<file path="config.mk">
export PLATFORM = sky130hd
export DESIGN_NAME = led_trail_pwm_flat
export DESIGN_NICKNAME = d
export VERILOG_FILES = /design/src/rtl/led_trail_pwm_if.sv /design/src/rtl/led_trail_pwm.sv /design/src/flat_wrapper.sv
export SDC_FILE = /design/constraint.sdc
export NUM_CORES = 1
export LEC_CHECK = 0
export CORE_MARGIN = 5
export CORE_UTILIZATION = 40
export CTS_CLUSTER_DIAMETER = 30
export CTS_CLUSTER_SIZE = 12
export DETAILED_ROUTE_END_ITERATION = 16
export REMOVE_ABC_BUFFERS = 1
export SYNTH_ARGS = -nofsm -noshare
export SYNTH_HDL_FRONTEND = slang
export SYNTH_SLANG_ARGS = --single-unit
</file>
<file path="constraint.sdc">
create_clock -name i_clk -period 1.5 [get_ports i_clk]
set_input_delay 0.45 -clock i_clk [delete_from_list [all_inputs] [get_ports i_clk]]
set_output_delay 0.45 -clock i_clk [all_outputs]
set_load 0.005 [all_outputs]
</file>
<file path="src/rtl/led_trail_pwm_if.sv">
`default_nettype none
// ============================================================================
//  Module      : led_trail_pwm_if
//  Description : LED pattern bundle between the walker and the trail PWM
//                stage. The master (walker side) drives the requested
//                pattern and observes the PWM pin drive; the slave (PWM
//                stage) consumes the pattern and produces the pin drive.
//  Revision    : 1.0 - initial release
// ============================================================================
interface led_trail_pwm_if #(
    parameter int NLEDS = 8
);
    logic [NLEDS-1:0] i_led;
    logic [NLEDS-1:0] o_led;

    modport master (output i_led, input o_led);
    modport slave  (input i_led, output o_led);
endinterface
`default_nettype wire

</file>
<file path="src/rtl/led_trail_pwm.sv">
`default_nettype none
// ============================================================================
//  Module      : led_trail_pwm
//  Description : Per-LED PWM display stage with decaying brightness. A lit
//                request loads full brightness; released LEDs fade by
//                DECAY_STEP every DECAY_DIV clocks, leaving a comet tail.
//                Optional macro LED_TRAIL_GAMMA_EN squares the brightness
//                into the duty value for a perceptually linear fade.
//  Revision    : 1.0 - initial release
// ============================================================================
module led_trail_pwm #(
    parameter int NLEDS      = 8,
    parameter int PWM_BITS   = 8,
    parameter int DECAY_DIV  = 187_500,
    parameter int DECAY_STEP = 16
) (
    input  wire logic         i_clk,
    input  wire logic         i_reset,
    led_trail_pwm_if.slave    led_bus
);

    localparam logic [PWM_BITS-1:0] MAX          = '1;
    localparam int                  DW           = (DECAY_DIV > 1) ? $clog2(DECAY_DIV) : 1;
    localparam logic [DW-1:0]       DECAY_RELOAD = DW'(DECAY_DIV - 1);
    localparam logic [31:0]         STEP32       = 32'(DECAY_STEP);
    localparam logic [PWM_BITS-1:0] STEP         = PWM_BITS'(DECAY_STEP);

    logic [PWM_BITS-1:0] pwm_cnt;
    logic [DW-1:0]       decay_cnt;
    logic                decay_stb;
    logic [NLEDS-1:0]    led_nxt;

    // Free-running PWM phase counter, wraps naturally at MAX.
    always_ff @(posedge i_clk) begin
        if (i_reset) begin
            pwm_cnt <= '0;
        end else begin
            pwm_cnt <= pwm_cnt + 1'b1;
        end
    end

    // Decay prescaler: one-clock strobe registered on the cycle after reaching 0.
    always_ff @(posedge i_clk) begin
        if (i_reset) begin
            decay_cnt <= DECAY_RELOAD;
            decay_stb <= 1'b0;
        end else if (decay_cnt == '0) begin
            decay_cnt <= DECAY_RELOAD;
            decay_stb <= 1'b1;
        end else begin
            decay_cnt <= decay_cnt - 1'b1;
            decay_stb <= 1'b0;
        end
    end

    generate
        for (genvar k = 0; k < NLEDS; k++) begin : g_led
            logic [PWM_BITS-1:0] bright;
            logic [PWM_BITS-1:0] duty;

            // Brightness: a request reloads full scale (beating a coincident
            // strobe); otherwise fade with a saturating, compare-first subtract.
            always_ff @(posedge i_clk) begin
                if (i_reset) begin
                    bright <= '0;
                end else if (led_bus.i_led[k]) begin
                    bright <= MAX;
                end else if (decay_stb) begin
                    if (32'(bright) > STEP32) begin
                        bright <= bright - STEP;
                    end else begin
                        bright <= '0;
                    end
                end
            end

`ifdef LED_TRAIL_GAMMA_EN
            logic [2*PWM_BITS-1:0] sq;
            assign sq   = {{PWM_BITS{1'b0}}, bright} * {{PWM_BITS{1'b0}}, bright};
            assign duty = sq[2*PWM_BITS-1:PWM_BITS];
`else
            assign duty = bright;
`endif

            // Full scale is forced on so the lit LED has no PWM gap.
            assign led_nxt[k] = (bright == MAX) ? 1'b1 : (duty > pwm_cnt);
        end
    endgenerate

    // Registered pin drive.
    always_ff @(posedge i_clk) begin
        if (i_reset) begin
            led_bus.o_led <= '0;
        end else begin
            led_bus.o_led <= led_nxt;
        end
    end

endmodule
`default_nettype wire

</file>
<file path="src/flat_wrapper.sv">
// flat-port wrapper written by rule: the top's interface ports become plain ports
module led_trail_pwm_flat 
#(
    parameter int NLEDS      = 8,
    parameter int PWM_BITS   = 8,
    parameter int DECAY_DIV  = 187_500,
    parameter int DECAY_STEP = 16
)
  (i_clk, i_reset, led_bus_i_led, led_bus_o_led);
  led_trail_pwm_if #(.NLEDS(NLEDS)) led_bus_i ();
  input  wire logic i_clk;
  input  wire logic i_reset;
  input wire logic [$bits(led_bus_i.i_led)-1:0] led_bus_i_led;
  output wire logic [$bits(led_bus_i.o_led)-1:0] led_bus_o_led;
  assign led_bus_i.i_led = led_bus_i_led;
  assign led_bus_o_led = led_bus_i.o_led;
  led_trail_pwm #(.NLEDS(NLEDS), .PWM_BITS(PWM_BITS), .DECAY_DIV(DECAY_DIV), .DECAY_STEP(DECAY_STEP)) u_core (.i_clk(i_clk), .i_reset(i_reset), .led_bus(led_bus_i));
endmodule
</file>
==> results.md <==
- Total GRT Usage: 16.7%
- Gr ovfl total: 0
- Remaining DRCs: 0
- First-pass GRT wire length: 19.8 mm
- Psw: 1.55 mW
- Worst Setup Path Type: flip-flop to flip-flop
- Flops & latches, synth: 75
- Most used cell, CP: or4_4
- Vias per cell: 5.26
- Critical path's slowest cell: or4_4
- Clock power frac: 38.7%
- # setup viols final: 3
- H-tree depth: 3
- Buf/Inv on CP: 0
- Max FO, Critical Path: 3
- GRT busiest layer: met2
- P_int: 3.74 mW
- Io pins: 18
- Outcome: finished with violations
- Hold Path Class: flip-flop to flip-flop
- RSZ-0062 raised after global routing: yes
- Clk slew on worst S/H paths: 0.06 ns
- CP required: 1.74 ns
- Area occupied by multi-input gates: 3480 um2
- CP Cell Sequence: or4_4, or4_4, xor2_1, nor2_2
- Wire per inst: 13.9 um
- Clk sinks: 75
- Dpl cells: 818
- Initial antenna violation count: 1
- Met2 GRT Util: 29.0%
- Sw Share: 29.3%
- Async SR Flop Fraction: 0%
- Peak supply drop: 0.753 mV
- Port Buf Inserts: 17
- Setup TNS: -0.172 ns
- Clock latency on the worst-skew pair: 0.35 ns
- Dpl hpwl: 8.54 mm
- Seq/Total Area, Yosys: 30.4%
- Nets: 772
- Max-cap violations: 0
- Clock skew: 0.00888 ns
- GR Util met3: 5.08%
- Critical Path Max Stage Delay: 0.53 ns
- CP Launch Type: flip-flop
- ANT cells: 0
- CTS max path bufs: 2
- Finished Core Util: 53.2%
- Share of cells above drive strength 1: 22.0%
- Synth-to-Final Area Change: 29.9%
- Top cell type's share of synthesized area: 30.4%
- CTS Buf Count: 9
- # rows: 40
- Top achievable clock speed: 615 MHz
- Top_reg_cell synth: dfxtp_1
- YS warnings: 0
- Met1 Usage GRT: 19.6%
- Non-Filler Instances: 845
- P_leak: 2.61 nW
- Die ar.: 14,700 um2
- Sequential cell area: 1520 um2
- Area post-placement: 5770 um2
- EDFF count, synth: 0
- Tmin final: 1.63 ns
- Final hold vios: 0
- Drt first pass iters: 4
- Mapped Avg Cell Area: 8.51 um2
- Final setup margin: -0.126 ns
- Worst path arrival time: 1.86 ns
- CTS root buf: clkbuf_16
- Routed WL: 11.7 mm
- Family with the most delay on the worst path: simple AND/OR/NAND/NOR gates
- DR iter-0 viols: 161
- Cell Pwr Density: 824 nW/um2
- Initial core utilization: 41.0%
- Die Y: 121 um
- Endpoint class of the critical path: flip-flop
- Max-slew headroom: 77.6%
- Synth cell types: 41
- RD Place Congestion: 0.798
- Post-synth top cells: a21oi_1, ha_1, dfxtp_1
- Synth area leader: dfxtp_1
- Cells after Synth: 581
- Fill count: 1,117
- Final antenna-violating net count: 0
- Hold Buf Count CTS: 0
- Sequential power share: 42.6%
- Final Max Slew Viols: 0
- Tcrit/Tclk final: 108%
- Worst Tran Pin Value: 0.333 ns
- Power share of the combinational group: 18.7%
- DR vias: 4,446
- Largest net degree at the start of global routing: 23
- Vias in the first global route: 4,358
- Most common cell in the netlist: a21oi_1
- Failing checks: negative setup slack
- Synth area leaders: dfxtp_1, ha_1, a21oi_1
- Core Area: 12,100 um2
- Cell area after layout: 6420 um2
- Die Span X: 121 um
- CTS tree: yes
- Cell Area, Synth: 4940 um2
==> power by group through the flow <==
| stage | registers, mW | clock network [mW] | logic [mW] |
|---|---|---|---|
| 4_1_cts | 2.23 | 2.10 | 0.946 |
| 3_5_place_dp | 2.28 | 0 | 0.937 |
| 2_1_floorplan | 2.27 | 0 | 0.568 |
| 6_report | 2.25 | 2.05 | 0.992 |
| 5_1_grt | 2.27 | 2.21 | 1.15 |
| 3_3_place_gp | 2.28 | 0 | 0.889 |
==> cell type report <==
class | instances | area share (%)
flip-flops and latches | 75 | 23.6
multi-input cells | 447 | 54.3
well taps | 168 | 3.27
clock buffers | 9 | 3.51
repair buffers | 93 | 11.7
inverters | 46 | 2.85
clock inverters | 7 | 0.819
==> metrics by stage <==
| stage | setup WS [ns] | total power, mW | hold slack, ns |
|---|---|---|---|
| CTS | -0.103 | 5.29 | 0.527 |
| global placement | -0.110 | 3.16 | 0.473 |
| floorplan | -0.318 | 2.84 | 0.397 |
| detailed placement | -0.117 | 3.21 | 0.497 |
| finish | -0.126 | 5.29 | 0.521 |
| global route | -0.167 | 5.63 | 0.553 |
==> cells in the final DEF (no fill, tap or decap), drive strengths merged, types with 11 or more instances in the layout <==
cell | netlist | routed
dfxtp | 75 | 75
nor2 | 44 | 44
nand3 | 19 | 19
nand2 | 32 | 32
nor2b | 17 | 17
xnor2 | 11 | 11
ha | 90 | 90
nand4 | 27 | 27
o21a | 12 | 12
nor3 | 12 | 12
o211ai | 22 | 22
inv | 46 | 45
a21oi | 92 | 92
buf | 4 | 77
==> flip-flops by register name (all words and copies together) (netlist names) <==
signal,cells
u_core.g_led.bright,40
u_core.decay_cnt,18
u_core.decay_stb,1
u_core.led_bus.o_led,8
u_core.pwm_cnt,8
==> final timing paths <==
| path | startpoint | to | slack (ns) | depth (start not counted) |
|---|---|---|---|---|
| hold reg to reg | u_core.decay_cnt[16] | u_core.decay_cnt[16] | 0.52 | 2 |
| setup / recovery | u_core.decay_cnt[1] | u_core.decay_cnt[9] | -0.13 | 4 |
| hold / removal | u_core.decay_cnt[16] | u_core.decay_cnt[16] | 0.52 | 2 |
| setup reg to reg | u_core.decay_cnt[1] | u_core.decay_cnt[9] | -0.13 | 4 |
==> per-layer routing <==
metal	vias to the layer above	part of all wire, %	wire length (um)
met5	-	0.11	13
met1	2094	47	5510
met3	19	3.1	360
li1	2291	-	-
met2	40	48	5690
met4	2	1.5	176
==> cells by family (layout without fill, tap and decap cells) <==
family,after synthesis,in the layout,share of synthesized area (%)
xor gates and xnor gates,18,18,3.19
adders and majority gates,90,90,22.8
buffers and inverters,59,155,4.51
AOI/OAI and AO/OA,153,153,18.5
and+or+nand+nor,186,186,20.7
DFF,75,75,30.4
==> worst min-delay path, stage by stage (launching register included) <==
cell and delay (ns):
dfxtp_1 0.33, o211ai_1 0.11, o41ai_2 0.05
==> timing repair <==
item | in CTS | in global routing
resized for setup | 28 | 39
pin swaps | 9 | 17
endpoints found under the hold margin | 0 | 0
setup endpoints to repair | 35 | 40
setup buffers | 9 | 2
No activity file was read; power rests on OpenSTA's default activity.
